$ cat src/rtl/mem_stage_pkg.sv
`timescale 1ns/1ps
`default_nettype none
// ============================================================================
// mem_stage_pkg : shared encodings, bus widths and field offsets for MEM stage
// Revision      : 1.0
// ============================================================================
package mem_stage_pkg;

   localparam int WB_ZIP_W  = 103;
   localparam int EXC_ZIP_W = 97;

   localparam logic [2:0] LD_NONE = 3'd0;
   localparam logic [2:0] LD_B    = 3'd1;
   localparam logic [2:0] LD_H    = 3'd2;
   localparam logic [2:0] LD_W    = 3'd3;
   localparam logic [2:0] LD_BU   = 3'd4;
   localparam logic [2:0] LD_HU   = 3'd5;

   // Bit positions inside the 97-bit exception bus
   localparam int EXC_ESUBCODE_LSB   = 0;
   localparam int EXC_ECODE_LSB      = 9;
   localparam int EXC_SYSCALL_BIT    = 15;
   localparam int EXC_ERTN_BIT       = 16;
   localparam int EXC_CSR_NUM_LSB    = 17;
   localparam int EXC_CSR_WVALUE_LSB = 31;
   localparam int EXC_CSR_WMASK_LSB  = 63;
   localparam int EXC_CSR_WE_BIT     = 95;
   localparam int EXC_CSR_RE_BIT     = 96;

   typedef enum logic [1:0] {
      ST_EMPTY  = 2'd0,
      ST_WAIT   = 2'd1,
      ST_READY  = 2'd2,
      ST_CANCEL = 2'd3
   } state_e;

   function automatic logic [WB_ZIP_W-1:0] pack_wb_zip(
      input logic [31:0] pc,
      input logic [31:0] ir,
      input logic        gr_we,
      input logic [4:0]  waddr,
      input logic [31:0] wdata
   );
      return {1'b1, pc, ir, gr_we, waddr, wdata};
   endfunction

endpackage
`default_nettype wire

$ cat src/rtl/mem_stage_if.sv
`timescale 1ns/1ps
`default_nettype none
// ============================================================================
// mem_stage_if : EX->MEM, SRAM response, WB-side bus and forwarding signals
// Revision     : 1.0
// ============================================================================
interface mem_stage_if;
   import mem_stage_pkg::*;

   logic                  ex_valid;
   logic                  mem_allowin;
   logic [31:0]           ex_pc;
   logic [31:0]           ex_IR;
   logic                  ex_gr_we;
   logic [4:0]            ex_dest;
   logic [31:0]           ex_alu_result;
   logic                  ex_mem_req;
   logic [2:0]            ex_ld_op;
   logic [EXC_ZIP_W-1:0]  ex_except_zip;
   logic                  data_sram_data_ok;
   logic [31:0]           data_sram_rdata;
   logic                  WB_allowin;
   logic                  wb_ex;
   logic                  ertn_flush;
   logic [WB_ZIP_W-1:0]   MEM_to_WB_zip;
   logic [EXC_ZIP_W-1:0]  MEM_except_zip;
   logic                  mem_fwd_valid;
   logic [4:0]            mem_fwd_waddr;
   logic [31:0]           mem_fwd_wdata;
   logic                  mem_ld_pending;

   modport master (
      output ex_valid, ex_pc, ex_IR, ex_gr_we, ex_dest, ex_alu_result,
             ex_mem_req, ex_ld_op, ex_except_zip, data_sram_data_ok,
             data_sram_rdata, WB_allowin, wb_ex, ertn_flush,
      input  mem_allowin, MEM_to_WB_zip, MEM_except_zip, mem_fwd_valid,
             mem_fwd_waddr, mem_fwd_wdata, mem_ld_pending
   );

   modport slave (
      input  ex_valid, ex_pc, ex_IR, ex_gr_we, ex_dest, ex_alu_result,
             ex_mem_req, ex_ld_op, ex_except_zip, data_sram_data_ok,
             data_sram_rdata, WB_allowin, wb_ex, ertn_flush,
      output mem_allowin, MEM_to_WB_zip, MEM_except_zip, mem_fwd_valid,
             mem_fwd_waddr, mem_fwd_wdata, mem_ld_pending
   );

endinterface
`default_nettype wire

$ cat src/rtl/mem_load_align.sv
`timescale 1ns/1ps
`default_nettype none
// ============================================================================
// mem_load_align : selects and extends load data by ld_op and address offset
// Revision       : 1.0
// ============================================================================
module mem_load_align
   import mem_stage_pkg::*;
(
   input  logic [2:0]  ld_op,
   input  logic [31:0] alu_result,
   input  logic [31:0] rdata,
   output logic [31:0] result
);

   logic [1:0]  addr;
   logic [7:0]  byte_sel;
   logic [15:0] half_sel;

   assign addr     = alu_result[1:0];
   assign half_sel = addr[1] ? rdata[31:16] : rdata[15:0];

   always_comb begin
      byte_sel = rdata[7:0];
      case (addr)
         2'd1:    byte_sel = rdata[15:8];
         2'd2:    byte_sel = rdata[23:16];
         2'd3:    byte_sel = rdata[31:24];
         default: byte_sel = rdata[7:0];
      endcase
   end

   always_comb begin
      result = alu_result;
      case (ld_op)
         LD_B:    result = {{24{byte_sel[7]}}, byte_sel};
         LD_H:    result = {{16{half_sel[15]}}, half_sel};
         LD_W:    result = rdata;
         LD_BU:   result = {24'd0, byte_sel};
         LD_HU:   result = {16'd0, half_sel};
         default: result = alu_result;
      endcase
   end

endmodule
`default_nettype wire

$ cat src/rtl/mem_stage.sv
`timescale 1ns/1ps
`default_nettype none
// ============================================================================
// mem_stage : LA32R MEM stage - holds EX/MEM state, waits on data SRAM,
//             aligns load data and drives the registered WB buses
// Revision  : 1.0
// ============================================================================
module mem_stage
   import mem_stage_pkg::*;
(
   input  logic       clk,
   input  logic       rst,
   mem_stage_if.slave bus
);

   state_e                state_q,    state_d;
   logic [31:0]           pc_q,       pc_d;
   logic [31:0]           ir_q,       ir_d;
   logic                  gr_we_q,    gr_we_d;
   logic [4:0]            dest_q,     dest_d;
   logic [31:0]           alu_q,      alu_d;
   logic [2:0]            ld_op_q,    ld_op_d;
   logic [EXC_ZIP_W-1:0]  exc_q,      exc_d;
   logic [31:0]           rdata_q,    rdata_d;
   logic [WB_ZIP_W-1:0]   wb_zip_q,   wb_zip_d;
   logic [EXC_ZIP_W-1:0]  wb_exc_q,   wb_exc_d;

   logic        flush;
   logic        ready_go;
   logic        allowin;
   logic        accept;
   logic        wb_valid;
   logic [31:0] wdata;

   assign flush    = bus.wb_ex | bus.ertn_flush;
   assign ready_go = (state_q == ST_READY);
   // CANCEL is neither EMPTY nor READY, so it blocks EX without an extra term
   assign allowin  = ((state_q == ST_EMPTY) | (ready_go & bus.WB_allowin)) & ~flush;
   assign accept   = bus.ex_valid & allowin;
   assign wb_valid = ready_go & ~flush;

   mem_load_align u_align (
      .ld_op      (ld_op_q),
      .alu_result (alu_q),
      .rdata      (rdata_q),
      .result     (wdata)
   );

   always_comb begin
      state_d = state_q;
      case (state_q)
         ST_EMPTY: begin
            if (accept) state_d = bus.ex_mem_req ? ST_WAIT : ST_READY;
         end
         ST_WAIT: begin
            if (flush)                      state_d = bus.data_sram_data_ok ? ST_EMPTY : ST_CANCEL;
            else if (bus.data_sram_data_ok) state_d = ST_READY;
         end
         ST_READY: begin
            if (accept)                         state_d = bus.ex_mem_req ? ST_WAIT : ST_READY;
            else if (flush | bus.WB_allowin)    state_d = ST_EMPTY;
         end
         ST_CANCEL: begin
            if (bus.data_sram_data_ok) state_d = ST_EMPTY;
         end
         default: state_d = ST_EMPTY;
      endcase
   end

   always_comb begin
      pc_d    = pc_q;
      ir_d    = ir_q;
      gr_we_d = gr_we_q;
      dest_d  = dest_q;
      alu_d   = alu_q;
      ld_op_d = ld_op_q;
      exc_d   = exc_q;
      if (accept) begin
         pc_d    = bus.ex_pc;
         ir_d    = bus.ex_IR;
         gr_we_d = bus.ex_gr_we;
         dest_d  = bus.ex_dest;
         alu_d   = bus.ex_alu_result;
         ld_op_d = bus.ex_ld_op;
         exc_d   = bus.ex_except_zip;
      end
      rdata_d = (state_q == ST_WAIT && bus.data_sram_data_ok) ? bus.data_sram_rdata : rdata_q;
   end

   // WB bus reloads whenever WB can take it; a bubble loads all-zero
   always_comb begin
      wb_zip_d = wb_zip_q;
      wb_exc_d = wb_exc_q;
      if (bus.WB_allowin) begin
         wb_zip_d = wb_valid ? pack_wb_zip(pc_q, ir_q, gr_we_q, dest_q, wdata) : '0;
         wb_exc_d = wb_valid ? exc_q : '0;
      end
   end

   always_ff @(posedge clk or posedge rst) begin
      if (rst) begin
         state_q  <= ST_EMPTY;
         pc_q     <= '0;
         ir_q     <= '0;
         gr_we_q  <= 1'b0;
         dest_q   <= '0;
         alu_q    <= '0;
         ld_op_q  <= LD_NONE;
         exc_q    <= '0;
         rdata_q  <= '0;
         wb_zip_q <= '0;
         wb_exc_q <= '0;
      end else begin
         state_q  <= state_d;
         pc_q     <= pc_d;
         ir_q     <= ir_d;
         gr_we_q  <= gr_we_d;
         dest_q   <= dest_d;
         alu_q    <= alu_d;
         ld_op_q  <= ld_op_d;
         exc_q    <= exc_d;
         rdata_q  <= rdata_d;
         wb_zip_q <= wb_zip_d;
         wb_exc_q <= wb_exc_d;
      end
   end

   assign bus.mem_allowin    = allowin;
   assign bus.MEM_to_WB_zip  = wb_zip_q;
   assign bus.MEM_except_zip = wb_exc_q;
   assign bus.mem_fwd_valid  = ((state_q == ST_WAIT) | (state_q == ST_READY)) & gr_we_q;
   assign bus.mem_fwd_waddr  = dest_q;
   assign bus.mem_fwd_wdata  = wdata;
   assign bus.mem_ld_pending = (state_q == ST_WAIT) & (ld_op_q != LD_NONE);

endmodule
`default_nettype wire

$ cat src/flat_wrapper.sv
// flat-port wrapper written by rule: the top's interface ports become plain ports
module mem_stage_flat import mem_stage_pkg::*;
  (clk, rst, bus_ex_valid, bus_ex_pc, bus_ex_IR, bus_ex_gr_we, bus_ex_dest, bus_ex_alu_result, bus_ex_mem_req, bus_ex_ld_op, bus_ex_except_zip, bus_data_sram_data_ok, bus_data_sram_rdata, bus_WB_allowin, bus_wb_ex, bus_ertn_flush, bus_mem_allowin, bus_MEM_to_WB_zip, bus_MEM_except_zip, bus_mem_fwd_valid, bus_mem_fwd_waddr, bus_mem_fwd_wdata, bus_mem_ld_pending);
  mem_stage_if bus_i ();
  input  logic clk;
  input  logic rst;
  input wire logic [$bits(bus_i.ex_valid)-1:0] bus_ex_valid;
  input wire logic [$bits(bus_i.ex_pc)-1:0] bus_ex_pc;
  input wire logic [$bits(bus_i.ex_IR)-1:0] bus_ex_IR;
  input wire logic [$bits(bus_i.ex_gr_we)-1:0] bus_ex_gr_we;
  input wire logic [$bits(bus_i.ex_dest)-1:0] bus_ex_dest;
  input wire logic [$bits(bus_i.ex_alu_result)-1:0] bus_ex_alu_result;
  input wire logic [$bits(bus_i.ex_mem_req)-1:0] bus_ex_mem_req;
  input wire logic [$bits(bus_i.ex_ld_op)-1:0] bus_ex_ld_op;
  input wire logic [$bits(bus_i.ex_except_zip)-1:0] bus_ex_except_zip;
  input wire logic [$bits(bus_i.data_sram_data_ok)-1:0] bus_data_sram_data_ok;
  input wire logic [$bits(bus_i.data_sram_rdata)-1:0] bus_data_sram_rdata;
  input wire logic [$bits(bus_i.WB_allowin)-1:0] bus_WB_allowin;
  input wire logic [$bits(bus_i.wb_ex)-1:0] bus_wb_ex;
  input wire logic [$bits(bus_i.ertn_flush)-1:0] bus_ertn_flush;
  output wire logic [$bits(bus_i.mem_allowin)-1:0] bus_mem_allowin;
  output wire logic [$bits(bus_i.MEM_to_WB_zip)-1:0] bus_MEM_to_WB_zip;
  output wire logic [$bits(bus_i.MEM_except_zip)-1:0] bus_MEM_except_zip;
  output wire logic [$bits(bus_i.mem_fwd_valid)-1:0] bus_mem_fwd_valid;
  output wire logic [$bits(bus_i.mem_fwd_waddr)-1:0] bus_mem_fwd_waddr;
  output wire logic [$bits(bus_i.mem_fwd_wdata)-1:0] bus_mem_fwd_wdata;
  output wire logic [$bits(bus_i.mem_ld_pending)-1:0] bus_mem_ld_pending;
  assign bus_i.ex_valid = bus_ex_valid;
  assign bus_i.ex_pc = bus_ex_pc;
  assign bus_i.ex_IR = bus_ex_IR;
  assign bus_i.ex_gr_we = bus_ex_gr_we;
  assign bus_i.ex_dest = bus_ex_dest;
  assign bus_i.ex_alu_result = bus_ex_alu_result;
  assign bus_i.ex_mem_req = bus_ex_mem_req;
  assign bus_i.ex_ld_op = bus_ex_ld_op;
  assign bus_i.ex_except_zip = bus_ex_except_zip;
  assign bus_i.data_sram_data_ok = bus_data_sram_data_ok;
  assign bus_i.data_sram_rdata = bus_data_sram_rdata;
  assign bus_i.WB_allowin = bus_WB_allowin;
  assign bus_i.wb_ex = bus_wb_ex;
  assign bus_i.ertn_flush = bus_ertn_flush;
  assign bus_mem_allowin = bus_i.mem_allowin;
  assign bus_MEM_to_WB_zip = bus_i.MEM_to_WB_zip;
  assign bus_MEM_except_zip = bus_i.MEM_except_zip;
  assign bus_mem_fwd_valid = bus_i.mem_fwd_valid;
  assign bus_mem_fwd_waddr = bus_i.mem_fwd_waddr;
  assign bus_mem_fwd_wdata = bus_i.mem_fwd_wdata;
  assign bus_mem_ld_pending = bus_i.mem_ld_pending;
  mem_stage u_core (.clk(clk), .rst(rst), .bus(bus_i));
endmodule
$ cat config.mk
export PLATFORM = sky130hd
export DESIGN_NAME = mem_stage_flat
export DESIGN_NICKNAME = d
export VERILOG_FILES = /design/src/rtl/mem_stage_pkg.sv /design/src/rtl/mem_stage_if.sv /design/src/rtl/mem_load_align.sv /design/src/rtl/mem_stage.sv /design/src/flat_wrapper.sv
export SDC_FILE = /design/constraint.sdc
export NUM_CORES = 1
export LEC_CHECK = 0
export BUFFER_PORTS_ARGS = -buffer_cell sky130_fd_sc_hd__buf_2
export CAP_MARGIN = 40
export CORE_AREA = 4 4 233 326
export DETAILED_ROUTE_END_ITERATION = 8
export DIE_AREA = 0 0 237 330
export GPL_TIMING_DRIVEN = 0
export PLACE_DENSITY = 0.54
export SETUP_SLACK_MARGIN = 0.3
export SLEW_MARGIN = 20
export SYNTH_ARGS = -nofsm -noshare
export SYNTH_HDL_FRONTEND = slang
export SYNTH_SLANG_ARGS = --single-unit
$ cat constraint.sdc
create_clock -name clk -period 22.8 [get_ports clk]
set_input_delay 4.56 -clock clk [delete_from_list [all_inputs] [get_ports clk]]
set_output_delay 4.56 -clock clk [all_outputs]
set_load 0.005 [all_outputs]
Word-level counts from Yosys, hierarchy flattened
Cells that the tools add are included.
{"block": "totals", "ff_bits": 436, "in_bits": 242, "out_inout_bits": 240, "word_cells": 55}
{"block": "classes", "n_eq_ne": 15, "n_mux": 14, "n_bitwise": 11, "reduce_logical": 4}
{"cell": "$pmux W32 S5", "count": 1}
{"cell": "$mux W103", "count": 1}
{"cell": "$mux W97", "count": 1}
{"cell": "$pmux W8 S3", "count": 1}
{"cell": "$mux W16", "count": 1}
{"cell": "$mux W2", "count": 8}
{"cell": "$eq A2 B2 Y1 const B", "count": 4}
{"cell": "$pmux W2 S4", "count": 1}
{"cell": "$and A1 B1 Y1", "count": 6}
{"cell": "$eq A3 B2 Y1 const B", "count": 2}
{"cell": "$eq A3 B3 Y1 const B", "count": 2}
{"cell": "$eq A2 B1 Y1 const B", "count": 2}
{"cell": "$or A1 B1 Y1", "count": 4}
{"cell": "$reduce_and A4 Y1", "count": 1}
{"cell": "$eq A3 B1 Y1 const B", "count": 1}
{"cell": "$ne A3 B2 Y1 const B", "count": 1}
{"cell": "$ne A3 B3 Y1 const B", "count": 1}
{"cell": "$reduce_bool A3 Y1", "count": 1}
{"cell": "$logic_not A2 Y1", "count": 1}
{"cell": "$ne A2 B1 Y1 const B", "count": 1}
{"cell": "$ne A2 B2 Y1 const B", "count": 1}
{"cell": "$logic_and A1 B1 Y1", "count": 1}
{"cell": "$not A1 Y1", "count": 1}

Depth between registers and ports, before layout
{"block": "logic_depth", "word_depth": 7, "depth_mapped": 8, "ltp_nobuf": 6}

Hierarchy
Synthesis repeated with hierarchy kept, for this count alone.
{"block": "unflattened", "cells_unflattened": 1167, "area_unflattened_um2": 17416.7}
{"mod": "mem_stage", "n_inst": 1, "cells_each": 973, "area_each_um2": 15979.1, "seq_area_each_um2": 10910.5}
{"mod": "mem_load_align", "n_inst": 1, "cells_each": 194, "area_each_um2": 1437.6, "seq_area_each_um2": 0.0}

Worst setup path before layout
OpenSTA, ideal clock, no wires.
{"block": "synth_timing", "path_kind": "input to output", "startpoint": "input bus_wb_ex", "endpoint": "output bus_mem_allowin", "arrival_ns": 5.285, "required_ns": 18.240, "setup_slack_ns": 12.955, "cell_stages": 4, "path_buffers": 2, "cell_sequence": "nand4bb_1 clkbuf_1 clkbuf_1 nand2_1"}
{"block": "synth_via", "elab_chain_len": 3}
{"item": "start: declaration", "line": "flat_wrapper.sv:19", "text": "input wire logic [$bits(bus_i.wb_ex)-1:0] bus_wb_ex;"}
{"item": "$or A1 B1 Y1", "line": "mem_stage.sv:35", "text": "assign flush = bus.wb_ex | bus.ertn_flush;"}
{"item": "$not A1 Y1", "line": "mem_stage.sv:38", "text": "assign allowin = ((state_q == ST_EMPTY) | (ready_go & bus.WB_allowin)) & ~flush;"}
{"item": "$and A1 B1 Y1", "line": "mem_stage.sv:38"}
{"item": "end: declaration", "line": "flat_wrapper.sv:21", "text": "output wire logic [$bits(bus_i.mem_allowin)-1:0] bus_mem_allowin;"}
No other way between the ends.

Worst setup path after layout
Ends and elaborated chain as after synthesis.

==> results_dict.tcl <==
set metrics [dict create \
    grt_max_degree 103 \
    hold_depth 2 \
    htree_levels 2 \
    intPower_mw 1.92 \
    grt_pass1_wl_mm 94.0 \
    dp_hpwl_mm 48.3 \
    coreArea_um2 72800 \
    clockBufferDepth 3 \
    gp_congestion 0.928 \
    ys_top_cells_by_area "dfrtp_1 60%, mux2_2 15%, o21ai_0 5.1%, nand2_1 4.1%, inv_1 4.0%" \
    ir_worst_vdd_uv 59.9 \
    worstPathRequired_ns 18.24 \
    drive_above_1_share_pct 39.0 \
    cts-hold-fix-buffers 0 \
    synth_area_per_cell_um2 11.5 \
    die-area_um2 78200 \
    cts_num_sinks 436 \
    yosys_warnings 0 \
    drc 0 \
    dp.cells 3011 \
    synth_top_area_share_pct 60.4 \
    synth_cell_type_count 56 \
    drtIter0Drc 847 \
    drt_pass1_iterations 9 \
    crit_type "in -> out" \
    async_flop_share_pct 100 \
    leakagePower_nw 11.0 \
    timing.hold.ws_ns 0.474 \
    fp.dieH_um 330 \
    yosysTopAreaCell "dfrtp_1" \
    cts_setup_buffers 0 \
    synth-seq-area-share_pct 60.4 \
    die_w_um 237 \
    io_pins 482 \
    routed_wl_mm 63.0 \
    swShare_pct 32.9 \
    grtUsageTotal_pct 15.5 \
    cts_buffers 47 \
    clk_latency_ns 0.60 \
    critPathLaunchType "input port" \
    fin_cells 3109 \
    fin_nets 2356 \
    grt_pass1_vias 15200 \
    slew_violations 0 \
    endpoint_kind "output pin" \
    num_vias 14200 \
    min_from "u_core.exc_q[62]" \
    cp.arrival_ns 6.00 \
    power_frac_seq_pct 42.3 \
    initial_core_util_pct 24.8 \
    rr_worst_depth 8 \
    status "finished clean" \
    worst-slew-pin-transition_ns 0.852 \
    root_buffer "clkbuf_16" \
    syn_nets 1815 \
    rr_startpoint "u_core.state_q[0]" \
    power.net_switching_mw 0.941 \
    clockPowerShare_pct 29.5 \
    cts_tree "built" \
    via_per_inst 4.56 \
    nFillCells 7439 \
    synth_ff_type "dfrtp_1" \
    io_buffers 481 \
    r2r_slack_ns 19.94 \
    overflow 0 \
    hold_viol 0 \
    clk_pin_slew_ns 0.06 \
    syn2layout_area_growth_pct 30.8 \
    fin_setup_tns_ns 0 \
    fin_crit_ns 10.56 \
    antenna_found_initial 16 \
    power.share.combinational_pct 28.2 \
    rsz0062_at_grt "false" \
    ys_ff_latch 436 \
    fmax_mhz 94.7 \
    synthCells 1568 \
    powerDensity_nw_per_um2 121 \
    ant_nets 0 \
    crit_fanout 10 \
    maxCapViolCount 0 \
    setup_viol 0 \
    regToRegEndpoint "u_core.ir_q[5]" \
    rows 117 \
    min_to "u_core.bus.MEM_except_zip[62]" \
    period_share_pct 46.3 \
    synth.cell_area_um2 18100 \
    slew_headroom_pct 42.8 \
    wl_per_cell_um 20.3 \
    cts_resized 0 \
    synth-edff-count 0 \
    hp-class "reg -> reg" \
    fin_skew_ns 0.0219 \
]
layer usage:
| layer | GRT usage, % | vias to the layer above | routed length (µm) |
|---|---|---|---|
| li1 | - | 6415 | - |
| met1 | 17.1 | 7060 | 23200 |
| met2 | 28.1 | 544 | 32700 |
| met3 | 4.56 | 134 | 4640 |
| met4 | 6.04 | 10 | 2340 |
| met5 | 0 | - | 57 |
cell usage after synthesis, drive strengths merged (3+ instances only):
library cell and count:
a222oi 15, o21bai 7, clkbuf 74, nand2b 4, o22ai 12, a21oi 7, nand4 13, a221oi 13
a31oi 7, dfrtp 436, a22oi 9, a211oi 3, a311oi 8, o211ai 4, and2 11, mux4 8
mux2 233, o32ai 10, nand2 196, o31ai 6, nand3 36, inv 195, nor2 17, buf 23
or3b 4, nor2b 3, ha 5, o21ai 185
sequential cells by signal, indices dropped and copies added (netlist names):
name	count
u_core.rdata_q	32
u_core.ld_op_q	3
u_core.bus.mem_fwd_waddr	5
u_core.gr_we_q	1
u_core.bus.MEM_to_WB_zip	103
u_core.ir_q	32
u_core.alu_q	32
u_core.bus.MEM_except_zip	97
u_core.pc_q	32
u_core.state_q	2
u_core.exc_q	97
through the flow:
stage / instance area, µm² / utilization, % / power [mW] / setup slack [ns]
floorplan: 18100 / - / 1.66 / 6.09
global placement: 21700 / 29.8 / 1.99 / 1.44
detailed placement: 21900 / 30.0 / 2.03 / 12.21
CTS: 23600 / 32.4 / 2.89 / 12.19
global route: 23600 / 32.5 / 3.02 / 12.12
finish: 23600 / 32.5 / 2.86 / 12.24
logic make-up (layout without fill, tap and decap cells):
group                      Yosys count  after routing  synth area share (%)
AOI/OAI and AO/OA                  294            294                  9.92
other                                0              9                     0
DFF                                436            436                  60.4
muxes                              242            242                  15.7
and+or+nand+nor                    298            298                  7.31
buffers and inverters              292            872                  6.25
xor gates and xnor gates             1              1                0.0485
adders and majority gates            5              5                 0.346
area by class of cell:
cell class | instances | area, µm² | area share (%)
well taps | 952 | 1190 | 5.04
multi-input cells | 840 | 6030 | 25.5
flip-flops and latches | 436 | 10900 | 46.2
repair buffers | 492 | 2600 | 11.0
clock inverters | 21 | 340 | 1.44
inverters | 195 | 739 | 3.13
clock buffers | 67 | 1390 | 5.90
plain buffers | 97 | 400 | 1.70
diodes | 9 | 22.5 | 0.0953
critical path, cell delays in order:
cell and delay (ns):
buf_2 0.10, nand4bb_1 0.12, clkbuf_1 0.43, clkbuf_1 0.46
nand2_1 0.14, buf_2 0.18
placed cells by master (no fill, tap or decap), types with 5 or more instances in the layout:
cell	n
buf_2	497
dfrtp_1	436
mux2_2	233
nand2_1	196
inv_1	193
o21ai_0	183
clkbuf_1	79
clkbuf_16	48
nand3_1	36
nor2_1	16
a222oi_1	15
nand4_1	13
a221oi_1	13
o22ai_1	12
clkbuf_8	12
and2_1	10
o32ai_1	10
diode_2	9
a22oi_1	9
a311oi_1	8
a21oi_1	7
mux4_1	7
a31oi_1	7
o21bai_1	7
bufinv_16	7
buf_1	6
buf_6	6
o31ai_1	6
clkinv_2	6
ha_1	5
worst max-delay path by stage:
stage | from | to | slack (ns) | depth (start not counted)
2_1_floorplan | rst | u_core.alu_q[0] | 6.09 | 1
4_1_cts | bus_wb_ex | bus_mem_allowin | 12.19 | 6
3_5_place_dp | bus_wb_ex | bus_mem_allowin | 12.21 | 6
5_1_grt | bus_wb_ex | bus_mem_allowin | 12.12 | 6
6_report | bus_wb_ex | bus_mem_allowin | 12.24 | 6
3_3_place_gp | rst | u_core.bus.MEM_except_zip[48] | 1.44 | 2
power groups by stage:
| stage | Clock, mW | Sequential, mW | Combinational (mW) |
|---|---|---|---|
| after floorplan | 0 | 1.14 | 0.517 |
| after global placement | 0 | 1.21 | 0.781 |
| after detailed placement | 0 | 1.22 | 0.807 |
| after CTS | 0.871 | 1.21 | 0.809 |
| after global routing | 0.900 | 1.24 | 0.884 |
| final | 0.845 | 1.21 | 0.807 |
(Power assumes the default switching activity.)
